==> config.mk <==
export PLATFORM = sky130hd
export DESIGN_NAME = mem_port_arbiter
export DESIGN_NICKNAME = d
export VERILOG_FILES = /design/src/rtl/arb_defs.sv /design/src/rtl/arb_pick.sv /design/src/rtl/mem_port_arbiter.sv
export SDC_FILE = /design/constraint.sdc
export NUM_CORES = 1
export LEC_CHECK = 0
export BUFFER_PORTS_ARGS = -buffer_cell sky130_fd_sc_hd__buf_2
export CORE_AREA = 10 10 99 101
export CTS_BUF_LIST = sky130_fd_sc_hd__clkbuf_8
export DETAILED_ROUTE_END_ITERATION = 16
export DIE_AREA = 0 0 109 111
export HOLD_SLACK_MARGIN = 0.06
export PLACE_DENSITY = 0.73
export RECOVER_POWER = 25
export SLEW_MARGIN = 30
export SYNTH_ARGS = -nofsm -noshare
export SYNTH_HDL_FRONTEND = slang
export SYNTH_HIERARCHICAL = 1
export SYNTH_SLANG_ARGS = --single-unit
==> constraint.sdc <==
create_clock -name clk -period 2.11 [get_ports clk]
set_clock_uncertainty 0.2 [all_clocks]
set_input_delay 0.211 -clock clk [delete_from_list [all_inputs] [get_ports clk]]
set_output_delay 0.211 -clock clk [all_outputs]
set_load 0.1 [all_outputs]
==> src/rtl/arb_defs.sv <==
// Shared definitions for the instruction/data memory port arbiter.
package arb_defs;

  localparam logic [1:0] ARB_ST_IDLE     = 2'd0;
  localparam logic [1:0] ARB_ST_GNT_INST = 2'd1;
  localparam logic [1:0] ARB_ST_GNT_DATA = 2'd2;

  typedef enum logic [1:0] {
    ST_IDLE     = ARB_ST_IDLE,
    ST_GNT_INST = ARB_ST_GNT_INST,
    ST_GNT_DATA = ARB_ST_GNT_DATA
  } arb_state_t;

  localparam int ARB_MAX_STREAK = 4;
  localparam int ARB_TIMEOUT    = 16;

  localparam logic [3:0] ARB_BE_ALL = 4'hF;

endpackage

==> src/rtl/arb_pick.sv <==
// Arbitration decision: data wins unless fetch is waiting and the data streak is exhausted.
module arb_pick (
  input  logic inst_req,
  input  logic data_req,
  input  logic streak_full,
  output logic grant_data
);

  assign grant_data = data_req & (~inst_req | ~streak_full);

endmodule

==> src/rtl/mem_port_arbiter.sv <==
// Shares one single-port memory between fetch and load/store, with a
// starvation guard for fetch and a per-transaction timeout.
module mem_port_arbiter
  import arb_defs::*;
#(
  parameter int MAX_STREAK = ARB_MAX_STREAK,
  parameter int TIMEOUT    = ARB_TIMEOUT
) (
  input  logic        clk,
  input  logic        rst,
  input  logic        inst_req,
  input  logic [31:0] inst_addr,
  output logic [31:0] inst_rdata,
  output logic        inst_ready,
  input  logic        data_req,
  input  logic        data_we,
  input  logic [31:0] data_addr,
  input  logic [31:0] data_wdata,
  input  logic [3:0]  data_be,
  output logic [31:0] data_rdata,
  output logic        data_ready,
  output logic        bus_err,
  output logic        stall_inst,
  output logic        stall_data,
  output logic        mem_en,
  output logic        mem_we,
  output logic [31:0] mem_addr,
  output logic [31:0] mem_wdata,
  output logic [3:0]  mem_be,
  input  logic [31:0] mem_rdata,
  input  logic        mem_ack
);

  localparam int SW = $clog2(MAX_STREAK + 1);
  localparam int WW = $clog2(TIMEOUT + 1);

  arb_state_t    state;
  logic [SW-1:0] streak;
  logic [WW-1:0] wait_cnt;
  logic          streak_full;
  logic          grant_data;
  logic          in_grant;
  logic          timed_out;
  logic          done;

  assign streak_full = (streak == SW'(MAX_STREAK));

  arb_pick u_pick (
    .inst_req    (inst_req),
    .data_req    (data_req),
    .streak_full (streak_full),
    .grant_data  (grant_data)
  );

  assign in_grant  = (state == ST_GNT_INST) || (state == ST_GNT_DATA);
  // An ack on the last allowed cycle wins over the timeout.
  assign timed_out = in_grant && (wait_cnt == WW'(TIMEOUT - 1)) && !mem_ack;
  assign done      = in_grant && (mem_ack || timed_out);

  always_ff @(posedge clk or posedge rst) begin
    if (rst) begin
      state    <= ST_IDLE;
      streak   <= '0;
      wait_cnt <= '0;
    end else begin
      case (state)
        ST_IDLE: begin
          wait_cnt <= '0;
          if (!inst_req) streak <= '0;
          if (data_req || inst_req) begin
            if (grant_data) begin
              state <= ST_GNT_DATA;
              if (inst_req && !streak_full) streak <= streak + SW'(1);
            end else begin
              state  <= ST_GNT_INST;
              streak <= '0;
            end
          end
        end
        ST_GNT_INST, ST_GNT_DATA: begin
          if (done) state <= ST_IDLE;
          else      wait_cnt <= wait_cnt + WW'(1);
        end
        default: state <= ST_IDLE;
      endcase
    end
  end

  // Memory side follows the granted requester; everything is zero while idle.
  always_comb begin
    mem_en    = in_grant;
    mem_we    = 1'b0;
    mem_addr  = '0;
    mem_wdata = '0;
    mem_be    = '0;
    if (state == ST_GNT_INST) begin
      mem_addr = inst_addr;
      mem_be   = ARB_BE_ALL;
    end else if (state == ST_GNT_DATA) begin
      mem_we    = data_we;
      mem_addr  = data_addr;
      mem_wdata = data_wdata;
      mem_be    = data_be;
    end
  end

  always_comb begin
    inst_ready = (state == ST_GNT_INST) && done;
    data_ready = (state == ST_GNT_DATA) && done;
    bus_err    = timed_out;
    inst_rdata = ((state == ST_GNT_INST) && mem_ack) ? mem_rdata : 32'h0;
    data_rdata = ((state == ST_GNT_DATA) && mem_ack) ? mem_rdata : 32'h0;
  end

  assign stall_inst = inst_req & ~inst_ready;
  assign stall_data = data_req & ~data_ready;

endmodule

==> results of run 1 <==
## state kept, by name, summed over array words and instances, names as in the netlist
register  flops
state         2
wait_cnt      5
streak        3
## worst max-delay path by stage
stage	start	endpoint	slack [ns]	cells past startpoint
floorplan	wait_cnt[0]	stall_data	-0.24	6
global placement	wait_cnt[1]	stall_data	0.07	7
detailed placement	wait_cnt[1]	stall_inst	0.008	7
CTS	wait_cnt[0]	stall_inst	-0.21	7
global route	wait_cnt[1]	stall_inst	-0.25	7
finish	wait_cnt[0]	stall_inst	-0.21	7
## what timing repair did
| action | CTS | global route |
|---|---|---|
| hold buffers | 1 | 0 |
| endpoints found under the setup margin | 108 | 129 |
| pin swaps | 15 | 54 |
| resized for setup | 33 | 112 |
| setup buffers | 10 | 3 |
| cloned | 4 | 6 |
| endpoints found under the hold margin | 10 | 0 |
## worst min-delay path: cells and delay by family
family,cells,cell delay [ns]
AND/OR/NAND/NOR,3,0.20
buffers and inverters,1,0.16
## metal layers
layer / wire (µm) / vias up / global-route usage [%]
li1: - / 1566 / -
met1: 5770 / 1723 / 23.7
met2: 9820 / 271 / 46.6
met3: 2000 / 52 / 10.4
met4: 595 / 0 / 6.77
met5: 0 / - / 0
## power by group through the flow
stage               Combinational (mW)  Clock [mW]  Sequential (mW)
finish                            9.87       0.251            0.284
global route                      10.1       0.263            0.289
CTS                               9.15       0.249            0.273
detailed placement                8.67           0            0.283
global placement                  8.54           0            0.275
floorplan                         5.54           0            0.270
## cells by family after synthesis
family | after synthesis | share of synthesized area [%]
mux | 2 | 1.17
flops | 10 | 13.7
xor+xnor | 1 | 0.480
fa+ha+maj | 7 | 4.80
buf+inv | 38 | 8.71
compound gates | 46 | 14.5
simple gates | 189 | 56.6
## per-stage QoR
stage	power, mW	TNS (ns)	utilization [%]
6_report	10.4	-2.46	85.0
5_1_grt	10.7	-5.06	85.0
3_5_place_dp	8.96	0	74.1
4_1_cts	9.67	-1.35	78.4
3_3_place_gp	8.82	0	74.1
2_1_floorplan	5.81	-1.39	-
## cell usage after synthesis (2+ instances only)
| cell | n |
|---|---|
| a22o_1 | 2 |
| a21oi_1 | 2 |
| dfrtp_1 | 10 |
| nand2_1 | 68 |
| nor2b_1 | 2 |
| nand3_1 | 5 |
| ha_1 | 7 |
| inv_1 | 8 |
| and2_1 | 33 |
| buf_2 | 6 |
| clkbuf_1 | 22 |
| o21ai_0 | 32 |
| a21o_1 | 5 |
| and3_1 | 67 |
| nor3b_1 | 2 |
| o21ai_1 | 2 |
## layout make-up
class	instances	area share [%]
diodes	1	0.0369
clock buffers	4	0.812
inverters	8	0.480
multi-input cells	245	33.8
flip-flops and latches	10	3.71
well taps	105	1.94
repair buffers	309	59.2
==> results.cfg, run 1 <==
[outcome]
status = complete, but fails checks
violations = negative setup slack

[yosys]
syn_inst = 293
ys_ff_latch = 10
synth.distinct_cells = 36
yosys.area.top_type = and3_1
yosysWarnings = 6
avgSynthCellArea_um2 = 6.23
synth_fp_nets = 438
ys.flop_type = dfrtp_1
synth_edf_count = 0
async_reset_ff_share_pct = 100
synth_area_mm2 = 0.00182
synth_top_area_share_pct = 23.0
synth_sequential_area_ratio_pct = 13.7
synth_area_leaders = and3_1, nand2_1, dfrtp_1

[power]
p_leak_nw = 3.18
powerDensity_mw_per_mm2 = 1540
switching_share_pct = 61.1
switching_power_mw = 6.36
clkPwrFrac_pct = 2.4
power_frac_comb_pct = 94.9
seqPwrFrac_pct = 2.7
peakVddDrop_uv = 992
internal_power_mw = 4.05

[timing]
hold_viol_final = 0
relSlewSlack_pct = 60.8
drv_slew = 0
whs_ns = 0.168
fmax_mhz = 430
period_needed_ns = 2.32
period_share_pct = 110
setup_viol = 58
rsz0062_at_grt = true
tightestPinTransition_ns = 0.589
layout_setup_ws_ns = -0.213

[critical_path]
crit_chain = ha_2, and3_4, ha_4, or2_4, and3_4, nor2b_4, buf_12
start_kind = register
cp_common_cell = and3_4
r2r_start = wait_cnt[0]
path_class = reg2out
crit_slowest_cell = dfrtp_1
rrSetupSlack_ns = 0.03
required_ns = 1.70
cpPeakStageDelay_ns = 0.39
arrival_ns = 1.91
path_buf_inv = 1
reg2reg_depth = 7
path_max_fanout = 2
critPathTopFamily = simple AND/OR/NAND/NOR gates
crit_path_end_kind = output port
r2r-end = state[1]

[die]
initial_utilization_pct = 22.9
die_h_um = 111
die_w_um = 109
ios = 277
row_count = 33
dieArea_mm2 = 0.0121
core_area_mm2 = 0.00797

[clock_network]
cts_tree = done
cts_buffer_depth = 2
clock-sinks = 10
clk_pin_slew_ns = 0.05
htreeDepth = 1
cts_inserted_buffers = 3
insertion_delay_ns = 0.25
clk_root_buffer_cell = clkbuf_8

[finish]
regArea_um2 = 251
design_area_mm2 = 0.00678
multi_input_area_mm2 = 0.00229
final.fill_count = 354
drive_gt1_share_pct = 85.2
layout_commonest_cell = buf_12
area_growth_pct = 271
stdcell_count = 682
layout_common_cells = buf_12, buf_2, nand2_1
nets = 722

[grt]
grt_max_degree = 66
grt_pass1_vias = 3718
antenna_found_initial = 1
grt-ovfl-total = 0
grt_use_total_pct = 24.8
grt_pass1_wl_mm = 23.4

[drt]
first_pass_iters = 4
wl_per_cell_um = 26.7
ant_nets = 0
viasPerCell = 5.30
vias = 3612
drtIter0Drc = 229
drt-total-wl_mm = 18.2
drc = 0

[min_path]
min_path_type = in2reg
whs_endpoint = wait_cnt[1]
hold_start = mem_ack
hold_depth = 4

[place]
hpwl_mm = 13.2
placed_area_mm2 = 0.00591
gp_congestion = 0.916
dpl_worst_slack_ns = 0.00826
placed_cells = 654
portBuffers = 276

[run]
maxCapViolations = 0
Power figures use the tool's default switching activity.
==> run 2, diff against run 1 <==
Settings changed: CORE_AREA 10 10 99 101 to 10 10 98 100, DIE_AREA 0 0 109 111 to 0 0 108 110, PLACE_DENSITY 0.73 to 0.74, SYNTH_HIERARCHICAL 1 to not set.
==> run 2 against run 1 <==
The run still ends with negative setup slack left. Critical endpoint is now stall_data. Power increased by 13%. Area after synthesis decreased by 1.2%. Critical path type unchanged. Largest power group unchanged. Non-clock buffer count increased by 2. Clock power decreased by 11%.
==> results.cfg, run 2 <==
[timing]
period_needed_ns = 2.42
hold_viol_final = 0
relSlewSlack_pct = 66.3
tightestPinTransition_ns = 0.505
layout_setup_ws_ns = -0.307
period_share_pct = 115
fmax_mhz = 414
drv_slew = 0
whs_ns = 0.0834
rsz0062_at_grt = true
setup_viol = 68

[min_path]
min_path_type = in2reg

[finish]
final.fill_count = 374
fin_util_pct = 84.0
largest_reg_flops = 5
drive_gt1_share_pct = 80.3
reg.largest.list = wait_cnt x5, streak x3, state x2
layout_common_cells = buf_2, buf_12, nand2_1
regArea_um2 = 250
largest_register = wait_cnt
design_area_mm2 = 0.00643
stdcell_count = 682
area_growth_pct = 256
multi_input_area_mm2 = 0.00204
layout_commonest_cell = buf_2
nets = 725

[critical_path]
cpPeakStageDelay_ns = 0.43
crit_slowest_cell = dfrtp_1
start_kind = register
arrival_ns = 2.01
crit_path_end_kind = output port
cp_common_cell = and3_4
path_class = reg2out
path_max_fanout = 3
required_ns = 1.70
crit_chain = ha_2, and3_4, ha_4, or2_1, and3_4, nor2b_4, buf_12

[die]
row_count = 32
initial_utilization_pct = 23.6
dieArea_mm2 = 0.0119
ios = 277
die_w_um = 108
core_area_mm2 = 0.00765
die_h_um = 110

[clock_network]
cts_tree = done
clock-sinks = 10
cts_inserted_buffers = 3
htreeDepth = 1
clk_pin_slew_ns = 0.05
insertion_delay_ns = 0.25
clk_root_buffer_cell = clkbuf_8
cts_buffer_depth = 2

[yosys]
async_reset_ff_share_pct = 100
synth_area_mm2 = 0.00180
ys.flop_type = dfrtp_1
synth_top_area_share_pct = 23.2
synth_sequential_area_ratio_pct = 13.9
yosysMostFrequentCell = nand2_1
yosys-top-cells-count = nand2_1, and3_1, and2_1
yosys.area.top_type = and3_1
ys_ff_latch = 10
syn_inst = 294
avgSynthCellArea_um2 = 6.13
yosysWarnings = 0
synth_edf_count = 0
synth.distinct_cells = 31
synth_area_leaders = and3_1, nand2_1, dfrtp_1
synth_fp_nets = 439

[grt]
grt_use_total_pct = 26.3
grt_pass1_vias = 3874
grt_max_degree = 66
grt-ovfl-total = 0
grt_pass1_wl_mm = 23.8
antenna_found_initial = 2

[power]
powerDensity_mw_per_mm2 = 1840
peakVddDrop_uv = 1320
p_leak_nw = 3.05

[drt]
drc = 0
vias = 3587
wl_per_cell_um = 25.7
first_pass_iters = 5
drtIter0Drc = 171
drt-total-wl_mm = 17.6
viasPerCell = 5.26
ant_nets = 0

[place]
gp_congestion = 0.903
placed_cells = 648
placed_area_mm2 = 0.00583
portBuffers = 276
hpwl_mm = 12.7

[run]
maxCapViolations = 0

[outcome]
violations = negative setup slack
status = complete, but fails checks
## run 2: changes by cell type in the layout (fill, tap and decap cells not counted), moves of 3 or more
cell     delta
buf_6       +9
and3_4     -20
a21o_2      -3
nand2_2    -12
nand2_4    -14
buf_12     -12
a21o_4      +3
o21ai_2     +5
and3_2     +22
buf_4       +3
o21ai_4     -3
nand2_1    +28
## run 2: critical path, delay by kind of cell (launching register included)
kind	cells	cell delay [ns]
adders and majority gates	2	0.38
buffers and inverters	1	0.18
DFF	1	0.43
and+or+nand+nor	4	0.76
## run 2: routing by layer
metal,GRT usage (%),vias up,part of all wire (%)
li1,-,1570,-
met1,22.7,1711,31
met3,11.1,55,11
met5,0,-,0
met2,49.9,251,53
met4,14.9,0,5.6
## run 2: timing repair
action | in CTS | in global routing
gates cloned | 6 | 6
pin swaps | 20 | 7
hold endpoints to repair | 10 | 0
resized for setup | 39 | 36
buffers inserted | 11 | 6
setup endpoints to repair | 136 | 114
hold buffers | 1 | 0
## run 2: final timing paths
kind	start	slack [ns]	endpoint	cells past startpoint
setup / recovery	wait_cnt[1]	-0.31	stall_data	7
hold / removal	data_req	0.08	streak[2]	3
setup reg to reg	wait_cnt[1]	-0.04	state[0]	6
hold reg to reg	streak[2]	0.31	streak[2]	1
max in group asynchronous	rst	1.12	wait_cnt[3]	3
min in group asynchronous	rst	0.30	streak[0]	3
## run 2: layout make-up
class | count | area share, %
Sequential cell | 10 | 3.89
Inverter | 7 | 0.409
Clock buffer | 3 | 0.642
Multi-Input combinational cell | 247 | 31.8
Timing Repair Buffer | 311 | 61.2
Antenna cell | 2 | 0.0779
Tap cell | 102 | 1.99
## run 2: kinds of logic (layout without fill, tap and decap cells)
logic type	count (synthesis)	after routing	synth area share [%]
AND/OR/NAND/NOR	190	191	56.8
AO/OA/AOI/OAI	47	47	14.4
buffers and inverters	38	321	8.95
flip-flops	10	10	13.9
adder cells (fa/ha/maj)	7	7	4.86
multiplexers	2	2	1.11
other	0	2	0
## run 2: power breakdown
part	internal, mW	switching (mW)	leakage [nW]
clock	0.127	0.0962	0.0216
combinational	4.11	7.17	2.89
sequential	0.243	0.0505	0.135
total	4.48	7.32	3.05
## run 2: per-stage QoR
stage	total power [mW]	worst slack (ns)	TNS (ns)
floorplan	6.76	-0.242	-2.12
global placement	10.2	0.0685	0
detailed placement	10.4	-0.0225	-0.0485
CTS	11.3	-0.242	-1.77
global route	12.1	-0.312	-9.16
finish	11.8	-0.307	-4.13
